`src/rtl/roi_color_classifier.sv`:
```
// roi_color_classifier: classifies ROI pixels by dominant channel, counts each class per frame
// and publishes the dominant colour plus the three counts at every frame boundary.
module roi_color_classifier #(
  parameter int ROI_X0     = 140,
  parameter int ROI_Y0     = 100,
  parameter int ROI_W      = 40,
  parameter int ROI_H      = 40,
  parameter int DOM_MARGIN = 16,
  parameter int MIN_PIXELS = 400,
  parameter int CNT_W      = 12
)(
  input  logic             clk,
  input  logic             reset,
  input  logic             frame_start,
  input  logic             pixel_valid,
  input  logic [9:0]       pixel_x,
  input  logic [9:0]       pixel_y,
  input  logic [7:0]       pixel_r8,
  input  logic [7:0]       pixel_g8,
  input  logic [7:0]       pixel_b8,
  output logic             in_roi,
  output logic [1:0]       color_code,
  output logic [CNT_W-1:0] red_count,
  output logic [CNT_W-1:0] green_count,
  output logic [CNT_W-1:0] blue_count,
  output logic             result_valid
);
  typedef enum logic [1:0] {WAIT_FIRST, ACCUM, DECIDE, PUBLISH} state_t;
  localparam logic [10:0] X0 = 11'(ROI_X0);
  localparam logic [10:0] X1 = 11'(ROI_X0 + ROI_W);
  localparam logic [10:0] Y0 = 11'(ROI_Y0);
  localparam logic [10:0] Y1 = 11'(ROI_Y0 + ROI_H);
  localparam logic [8:0]  M  = 9'(DOM_MARGIN);
  state_t state;
  logic [8:0] r, g, b;
  logic hit, is_r, is_g, is_b, fs_d1, inc_r, inc_g, inc_b;
  logic [1:0] cls, cls_c, win_code, dec_code;
  logic [CNT_W-1:0] cnt_r, cnt_g, cnt_b, snap_r, snap_g, snap_b, win_cnt;
  function automatic logic [CNT_W-1:0] bump(input logic [CNT_W-1:0] c, input logic inc, input logic clr);
    return clr ? {{(CNT_W-1){1'b0}}, inc} : (inc && c != '1) ? c + 1'b1 : c;
  endfunction
  always_comb begin
    r = {1'b0, pixel_r8};
    g = {1'b0, pixel_g8};
    b = {1'b0, pixel_b8};
    hit = pixel_valid && {1'b0, pixel_x} >= X0 && {1'b0, pixel_x} < X1
                      && {1'b0, pixel_y} >= Y0 && {1'b0, pixel_y} < Y1;
    is_r = r >= g + M && r >= b + M;
    is_g = g >= r + M && g >= b + M;
    is_b = b >= r + M && b >= g + M;
    cls_c = is_r ? 2'd1 : is_g ? 2'd2 : is_b ? 2'd3 : 2'd0;
    inc_r = in_roi && cls == 2'd1;
    inc_g = in_roi && cls == 2'd2;
    inc_b = in_roi && cls == 2'd3;
    win_code = (snap_r >= snap_g && snap_r >= snap_b) ? 2'd1 : (snap_g >= snap_b) ? 2'd2 : 2'd3;
    win_cnt = win_code == 2'd1 ? snap_r : win_code == 2'd2 ? snap_g : snap_b;
    dec_code = (win_cnt == '0 || int'(win_cnt) < MIN_PIXELS) ? 2'd0 : win_code;
  end
  // Outputs load on entry to PUBLISH so result_valid lands three cycles after frame_start.
  always_ff @(posedge clk) begin
    if (reset) begin
      state <= WAIT_FIRST;
      in_roi <= 1'b0;
      cls <= 2'd0;
      fs_d1 <= 1'b0;
      {cnt_r, cnt_g, cnt_b, snap_r, snap_g, snap_b} <= '0;
      {red_count, green_count, blue_count} <= '0;
      color_code <= 2'd0;
      result_valid <= 1'b0;
    end else begin
      in_roi <= hit;
      cls <= cls_c;
      fs_d1 <= frame_start;
      cnt_r <= bump(cnt_r, inc_r, fs_d1);
      cnt_g <= bump(cnt_g, inc_g, fs_d1);
      cnt_b <= bump(cnt_b, inc_b, fs_d1);
      if (fs_d1) begin
        snap_r <= cnt_r;
        snap_g <= cnt_g;
        snap_b <= cnt_b;
      end
      result_valid <= 1'b0;
      case (state)
        WAIT_FIRST: if (fs_d1) state <= ACCUM;
        ACCUM:      if (fs_d1) state <= DECIDE;
        DECIDE: begin
          color_code <= dec_code;
          red_count <= snap_r;
          green_count <= snap_g;
          blue_count <= snap_b;
          result_valid <= 1'b1;
          state <= PUBLISH;
        end
        PUBLISH:    state <= ACCUM;
        default:    state <= WAIT_FIRST;
      endcase
    end
  end
endmodule

```
`config.mk`:
```
export PLATFORM = sky130hd
export DESIGN_NAME = roi_color_classifier
export DESIGN_NICKNAME = d
export VERILOG_FILES = /design/src/rtl/roi_color_classifier.sv
export SDC_FILE = /design/constraint.sdc
export NUM_CORES = 1
export LEC_CHECK = 0
export CAP_MARGIN = 10
export CORE_UTILIZATION = 50
export CTS_CLUSTER_SIZE = 20
export DETAILED_ROUTE_END_ITERATION = 12
export MAX_ROUTING_LAYER = met4
export PLACE_DENSITY = 0.82
export SYNTH_ARGS = -nofsm -noshare
export SYNTH_HDL_FRONTEND = slang
export SYNTH_SLANG_ARGS = --single-unit
export TNS_END_PERCENT = 50
```
`constraint.sdc`:
```
create_clock -name clk -period 3.2 [get_ports clk]
set_input_delay 0.64 -clock clk [delete_from_list [all_inputs] [get_ports clk]]
set_output_delay 0.64 -clock clk [all_outputs]
set_load 0.005 [all_outputs]
```
# --- Word-level counts from Yosys, hierarchy flattened ---
# Cells that the tools add are included.
# Widths: inputs -> output; s select.
totals:
  ff_bits: 117
  inputBits: 48
  out_inout_bits: 40
  wordCells: 93
classes:
  addsub: 6
  magnitude_cmp: 14
  eq_ne: 13
  mux: 18
  reduce_logical: 23
ops:
  columns: ["cell", "n"]
  rows:
  - ["$ge 8x9->1", 6]
  - ["$add 12x1->12 const B", 3]
  - ["$ge 12x12->1", 3]
  - ["$ne 12x12->1 const B", 3]
  - ["$add 8x5->9 const B", 3]
  - ["$mux 12", 2]
  - ["$lt 10x8->1 const B", 2]
  - ["$logic_and 1x1->1", 14]
  - ["$logic_not 12->1", 1]
  - ["$lt 12x9->1 const B", 1]
  - ["$mux 2", 6]
  - ["$eq 2x2->1 const B", 5]
  - ["$ge 10x7->1 const B", 1]
  - ["$ge 10x8->1 const B", 1]
  - ["$mux 1", 9]
  - ["$pmux 2 s4", 1]
  - ["$eq 2x1->1 const B", 3]
  - ["$reduce_bool 2->1", 3]
  - ["$ne 2x2->1 const B", 2]
  - ["$reduce_or 2->1", 2]
  - ["$logic_not 2->1", 1]
  - ["$reduce_and 2->1", 1]
  - ["$logic_or 1x1->1", 1]

# --- Logic depth before layout (Yosys ltp) ---
# Gate-level depths: netlist (run 1).
logic_depth:
  depth_word: 9
  depth_mapped: 9
  mapped_depth_nobuf: 9

# --- Worst setup path before layout (run 1) ---
# No wires, ideal clock.
synth_timing:
  path_kind: "input to register"
  from: "in pixel_b8[4]"
  to: "reg cls[0]"
  setup_time_ns: 0.071
  arrival_ns: 2.124
  t_required_ns: 3.129
  slack_ns: 1.005
  path_stages: 7
  path_buffers: 0
  path_cell_list: "ha_1 -> xnor2_1 -> ha_1 -> o2111ai_1 -> o31a_1 -> or3_1 -> a21oi_1"
synth_between:
  elab_chain_len: 5
  elab_cells_between_ends: 11
  cone_classes: "add/sub (1); order compare (4); mux (3); reduce/logical (3)"
synth_rtl:
  columns: ["element", "line_no", "rtl"]
  rows:
  - ["start: declaration", "20", "input logic [7:0] pixel_b8,"]
  - ["$add 8x5->9 / $ge 8x9->1 (equally long branches)", "48, 49, 50", null]
  - ["$ge 8x9->1 / $logic_and 1x1->1 (equally long branches)", "49, 50", null]
  - ["$logic_and 1x1->1 / $mux 2 (equally long branches)", "49, 51", null]
  - ["$mux 2", "51", "cls_c = is_r ? 2'd1 : is_g ? 2'd2 : is_b ? 2'd3 : 2'd0;"]
  - ["$mux 1 *", "51", null]
  - ["end signal: assignment", "72", "cls <= cls_c;"]
  - ["end: declaration", "37", "logic [1:0] cls, cls_c, win_code, dec_code;"]
# Mark *: on every way between the ends. The rest lies on a longest branch, timed or not.
# A chain may end at the register's enable or synchronous reset.

# --- Worst setup path after layout (run 1) ---
layout_timing:
  from: "in pixel_r8[5]"
  to: "reg cls[0]"
layout_between:
  elab_chain_len: 6
  elab_cells_between_ends: 11
  cone_classes: "add/sub (1); order compare (4); mux (3); reduce/logical (3)"
layout_rtl:
  columns: ["element", "line_no", "rtl"]
  rows:
  - ["start: declaration", "18", "input logic [7:0] pixel_r8,"]
  - ["$add 8x5->9", "49, 50", null]
  - ["$ge 8x9->1", "50", "is_b = b >= r + M && b >= g + M;"]
  - ["$logic_and 1x1->1", "50", null]
  - ["$mux 2 (2 in series)", "51", null]
  - ["$mux 1 *", "51", null]
# Marks and branches as above.

==> results of run 1 <==
through the flow:
| stage | hold slack, ns | power (mW) |
|---|---|---|
| floorplan | 0.464 | 1.77 |
| global placement | 0.471 | 1.91 |
| detailed placement | 0.480 | 1.91 |
| CTS | 0.494 | 3.85 |
| global route | 0.507 | 3.97 |
| finish | 0.488 | 3.83 |
worst min-delay path by stage:
stage	end	slack, ns
finish	red_count[0]	0.49
global route	red_count[0]	0.51
CTS	red_count[0]	0.49
detailed placement	red_count[0]	0.48
global placement	red_count[0]	0.47
floorplan	snap_r[9]	0.46
power by group through the flow:
stage               clock network (mW)  logic [mW]  registers [mW]
floorplan                            0       0.265            1.51
global placement                     0       0.394            1.51
detailed placement                   0       0.399            1.51
CTS                               1.97       0.401            1.48
global route                      2.04       0.447            1.48
finish                            1.95       0.400            1.48
flip-flops by register name, indices dropped and copies added, names as in the netlist:
register	count
color_code	2
green_count	12
snap_g	12
cnt_b	12
fs_d1	1
result_valid	1
snap_r	12
red_count	12
snap_b	12
cnt_g	12
state	2
in_roi	1
cls	2
blue_count	12
cnt_r	12
worst register-to-register path, stage by stage, from the launching register on:
cell and delay [ns]:
dfxtp_1 0.45, inv_1 0.08, ha_1 0.28, nand2b_1 0.14, a21o_1 0.18, a211o_1 0.32, a211oi_2 0.26, o21bai_1 0.20
a31o_1 0.17
cell families after synthesis:
kind of cell               share of synthesized area
AOI/OAI and AO/OA                              0.108
xor gates and xnor gates                      0.0409
buffers and inverters                         0.0422
and+or+nand+nor                                0.174
adders and majority gates                      0.170
DFF                                            0.353
muxes                                          0.113
placed cells by master (no fill, tap or decap), types with 6 or more instances in the layout:
master | synthesis | layout
nand4_1 | 12 | 12
a21oi_1 | 33 | 33
inv_1 | 47 | 47
nor3_1 | 7 | 7
o21ai_0 | 26 | 26
clkdlybuf4s50_1 | 0 | 82
nand3_1 | 19 | 19
xnor2_1 | 12 | 12
xor2_1 | 19 | 19
a21o_1 | 9 | 9
ha_1 | 90 | 89
dfxtp_1 | 117 | 116
nor3b_1 | 6 | 6
clkbuf_16 | 0 | 17
nand2b_1 | 8 | 8
nor2_1 | 116 | 116
nand2_1 | 23 | 23
mux2i_1 | 74 | 74
metal layers:
| metal | vias up | routed length (µm) | share of wire |
|---|---|---|---|
| met5 | - | 0 | 0 |
| met4 | 0 | 335 | 0.022 |
| met3 | 24 | 662 | 0.044 |
| met2 | 143 | 7090 | 0.47 |
| met1 | 2542 | 6970 | 0.46 |
| li1 | 2717 | - | - |
final cells by class:
class | instances | area (µm²)
Timing Repair Buffer | 88 | 863
Clock inverter | 12 | 151
Multi-Input combinational cell | 534 | 4020
Sequential cell | 117 | 2340
Clock buffer | 20 | 467
Tap cell | 172 | 215
Inverter | 47 | 176
Fill cell | 1041 | 4540
==> impl_metrics.py, run 1 <==
metrics = {
    "run_status": {
        "status": "completed",
    },
    "drt": {
        "drtAntennaViolNets": 0,
        "drt-pass1-iter-count": 5,
        "drc": 0,
        "wire_per_inst_um": 15.2,
        "vias": 5426,
        "wirelength_mm": 15.1,
        "drt-initial-drc-count": 252,
        "vias_per_cell": 5.48,
    },
    "clocking": {
        "cts_resized": 0,
        "cts_hold_buf": 0,
        "post-cts-setup-buffer-count": 0,
        "cts_sinks": 117,
        "root_buffer": "clkbuf_16",
        "numCtsBuffers": 17,
        "clk_latency_ns": 0.41,
        "clk_pin_slew_ns": 0.06,
        "htree_levels": 4,
        "cts_max_path_buffers": 2,
        "cts_tree": "done",
    },
    "grt": {
        "grt_most_used_layer": "met2",
        "antenna_found_initial": 0,
        "track_usage": 0.240,
        "grt_max_degree": 48,
        "grt_overflow": 0,
        "use_met1": 0.288,
        "met3_usage": 0.0541,
        "grt_first_pass_wirelength_mm": 24.6,
        "grtUsageMet2": 0.389,
        "grt_pass1_vias": 5192,
    },
    "synth": {
        "synth_seq_cells": 117,
        "yosysUniqueCellTypes": 61,
        "synthArstFlopShare": 0,
        "yosysTopAreaCell": "dfxtp_1",
        "syn_nets": 860,
        "avgSynthCellArea_um2": 9.20,
        "synth-edff-count": 0,
        "yosysMostFrequentCell": "dfxtp_1",
        "postSynthCellCount": 722,
        "synthesis.area_um2": 6640,
        "yosys_warnings": 0,
        "synthTopCellsByArea": "dfxtp_1, ha_1, mux2i_1",
        "ys_seq_area_frac": 0.353,
        "yosysTopAreaCellShare": 0.353,
        "yosys-top-cells-count": "dfxtp_1, nor2_1, ha_1, mux2i_1, inv_1",
        "synth-main-ff-cell": "dfxtp_1",
    },
    "place": {
        "place_congestion": 0.958,
        "port_buffers": 83,
        "place_area_um2": 7620,
        "numPlacedInstances": 958,
        "hpwl_mm": 10.8,
        "post-place-ws_ns": 0.307,
    },
    "worst_setup_path": {
        "r2r_cells": 8,
        "path_class": "in2reg",
        "cpLargestDelayFamily": "simple AND/OR/NAND/NOR gates",
        "crit_path_end_kind": "flip-flop",
        "rrSetupSlack_ns": 1.08,
        "crit_path_top_delay_cell": "clkdlybuf4s50_1",
        "critPathMaxFanout": 4,
        "worstSetupStartpoint": "pixel_r8[5]",
        "path_depth": 9,
        "startpoint_type": "input port",
        "critPathCapture": "cls[0]",
        "rr_endpoint": "color_code[1]",
        "required_ns": 3.55,
        "crit_buf_inv": 1,
        "path_cells": "clkdlybuf4s50_1 -> ha_1 -> xnor2_1 -> ha_1 -> or4_1 -> a21oi_1 -> nor4_1 -> nand2b_1 -> a21oi_1",
        "r2r_start": "snap_g[0]",
        "worst_ep_arrival_time_ns": 2.85,
        "critical_path.max_stage_delay_ns": 0.52,
    },
    "sta": {
        "rsz0062_at_grt": "false",
        "clock_skew_ns": 0.00823,
        "relSlewSlack": 0.525,
        "setup_violations": 0,
        "worstMarginPinSlew_ns": 0.712,
        "finalSetupTns_ns": 0,
        "timing.final.crit_share": 0.781,
        "finalCriticalPeriod_ns": 2.50,
        "layout_setup_ws_ns": 0.700,
        "finalHoldViolations": 0,
        "drv_slew": 0,
        "timing.fmax_mhz": 400,
    },
    "layout": {
        "stdcell_count": 990,
        "design_area_um2": 8240,
        "area_delta_synth_final_pct": 24.0,
        "diodes": 0,
        "drive_gt1_frac": 0.0721,
        "utilization": 0.645,
        "nNetsFinal": 943,
    },
    "hold_path": {
        "hold_start": "red_count[0]",
        "hold_depth": 2,
        "hp-class": "reg2reg",
    },
    "power": {
        "switchingPower_mw": 0.887,
        "p_per_area_nw_per_um2": 465,
        "combPwrFrac": 0.104,
        "switching_share": 0.231,
        "irDropWorstVdd_v": 0.000388,
        "seqPwrFrac": 0.387,
        "share_clk_of_total_power": 0.509,
        "cellLeakagePower_nw": 3.27,
        "p_int_mw": 2.95,
    },
    "floorplan": {
        "die_x_um": 117,
        "core_um2": 12800,
        "ioPinCount": 88,
        "initial_core_util": 0.520,
        "die_height_um": 117,
        "fp-row-count": 41,
        "dieArea_um2": 13700,
    },
    "job": {
        "maxCapViolations": 0,
    },
}
(Power assumes the default switching activity.)
==> inputs of run 2 (changes only) <==
Clock period 3.2 ns to 2.41 ns, I/O delays scaled along.
==> run 2 against run 1 <==
Largest power group unchanged; wire length up 4.1%; first-iteration DRC count grew 12%; clock power increased by 33%; power increased by 34%; non-clock buffer count up 35; clock skew is 0.0022 ns lower; global-route usage up 1.4 points.
==> impl_metrics.py, run 2 (same netlist as run 1, synthesis figures left out) <==
metrics = {
    "clocking": {
        "cts_sinks": 117,
        "numCtsBuffers": 17,
        "cts_resized": 0,
        "cts_tree": "done",
        "clk_latency_ns": 0.41,
        "htree_levels": 4,
        "root_buffer": "clkbuf_16",
        "post-cts-setup-buffer-count": 0,
        "cts_max_path_buffers": 2,
        "clk_pin_slew_ns": 0.05,
        "cts_hold_buf": 0,
    },
    "layout": {
        "area_delta_synth_final_pct": 27.9,
        "mostFrequentLayoutCells": "nor2_1, dfxtp_1, ha_1, clkdlybuf4s50_1, mux2i_1",
        "design_area_um2": 8490,
        "nNetsFinal": 978,
        "diodes": 0,
        "nFillCells": 982,
        "drive_gt1_frac": 0.107,
        "utilization": 0.665,
    },
    "sta": {
        "drv_slew": 0,
        "relSlewSlack": 0.535,
        "setup_violations": 0,
        "clock_skew_ns": 0.00600,
        "timing.fmax_mhz": 447,
        "timing.final.crit_share": 0.929,
        "finalCriticalPeriod_ns": 2.24,
        "finalHoldViolations": 0,
        "rsz0062_at_grt": "false",
        "worstMarginPinSlew_ns": 0.697,
    },
    "grt": {
        "grt_max_degree": 42,
        "track_usage": 0.254,
        "antenna_found_initial": 0,
        "grt_pass1_vias": 5600,
        "grt_overflow": 0,
        "grt_first_pass_wirelength_mm": 26.0,
    },
    "worst_setup_path": {
        "critPathMaxFanout": 3,
        "required_ns": 2.75,
        "rrSetupSlack_ns": 0.39,
        "cpLargestDelayFamily": "compound AO/OA/AOI/OAI gates",
        "path_class": "in2reg",
        "critical_path.max_stage_delay_ns": 0.46,
        "worst_ep_arrival_time_ns": 2.58,
        "crit_path_frequent_cell": "ha_1",
        "startpoint_type": "input port",
        "crit_path_top_delay_cell": "clkdlybuf4s50_1",
        "path_cells": "clkdlybuf4s50_1 -> ha_1 -> xnor2_1 -> ha_1 -> o2111ai_1 -> o31a_1 -> or3_1 -> a21oi_1",
        "crit_path_end_kind": "flip-flop",
        "crit_buf_inv": 1,
    },
    "drt": {
        "drtAntennaViolNets": 0,
        "drt-initial-drc-count": 282,
        "drt-pass1-iter-count": 5,
        "wirelength_mm": 15.7,
        "vias_per_cell": 5.51,
        "wire_per_inst_um": 15.3,
        "vias": 5640,
        "drc": 0,
    },
    "floorplan": {
        "dieArea_um2": 13700,
        "core_um2": 12800,
        "die_x_um": 117,
        "fp-row-count": 41,
        "ioPinCount": 88,
        "die_height_um": 117,
        "initial_core_util": 0.520,
    },
    "power": {
        "cellLeakagePower_nw": 3.43,
        "p_per_area_nw_per_um2": 604,
        "irDropWorstVdd_v": 0.000591,
        "power_mw": 5.13,
    },
    "place": {
        "hpwl_mm": 11.6,
        "port_buffers": 83,
        "place_congestion": 0.911,
        "place_area_um2": 7880,
    },
    "hold_path": {
        "hp-class": "reg2reg",
    },
    "run_status": {
        "status": "completed",
    },
    "job": {
        "maxCapViolations": 0,
    },
}
## run 2: final cells by class
| type | instances | area [µm²] | share of cell area |
|---|---|---|---|
| Clock inverter | 8 | 123 | 0.0144 |
| Timing Repair Buffer | 123 | 1130 | 0.133 |
| Multi-Input combinational cell | 534 | 4020 | 0.473 |
| Sequential cell | 117 | 2340 | 0.276 |
| Clock buffer | 23 | 488 | 0.0575 |
| Inverter | 47 | 176 | 0.0208 |
| Tap cell | 172 | 215 | 0.0253 |
## run 2: through the flow
stage | hold WS [ns] | setup WS (ns) | cells | TNS (ns)
global placement | 0.471 | -0.229 | 993 | -0.426
detailed placement | 0.482 | -0.228 | 993 | -0.415
CTS | 0.495 | 0.189 | 1024 | 0
floorplan | 0.464 | 0.373 | 722 | 0
global route | 0.508 | 0.0610 | 1024 | 0
finish | 0.490 | 0.172 | 1024 | 0
## run 2: routing by layer
metal,track usage,wire length (µm),vias to the layer above
met3,0.0572,723,25
met1,0.295,7110,2646
met4,0.0928,303,0
li1,-,-,2797
met5,-,0,-
met2,0.428,7530,172
## run 2: power by group
part	switching, mW	internal (mW)
clock network	0.866	1.72
registers	0.0153	1.95
logic	0.284	0.290
## run 2: path summary, 6_finish.rpt
check,startpoint,to,cells past startpoint
setup / recovery,pixel_b8[4],cls[0],8
hold / removal,red_count[6],red_count[6],2
setup reg to reg,snap_b[7],color_code[1],8
hold reg to reg,red_count[6],red_count[6],2
## run 2: tightest hold or removal path: stages (launching register included)
cell and delay (ns):
dfxtp_1 0.32, mux2i_1 0.06, nor2_1 0.07
==> inputs of run 3 (changes only) <==
Settings changed: SLEW_MARGIN set to 20.
==> results of run 3 <==
The final DEF is identical to that of run 2; final timing and power are the same.
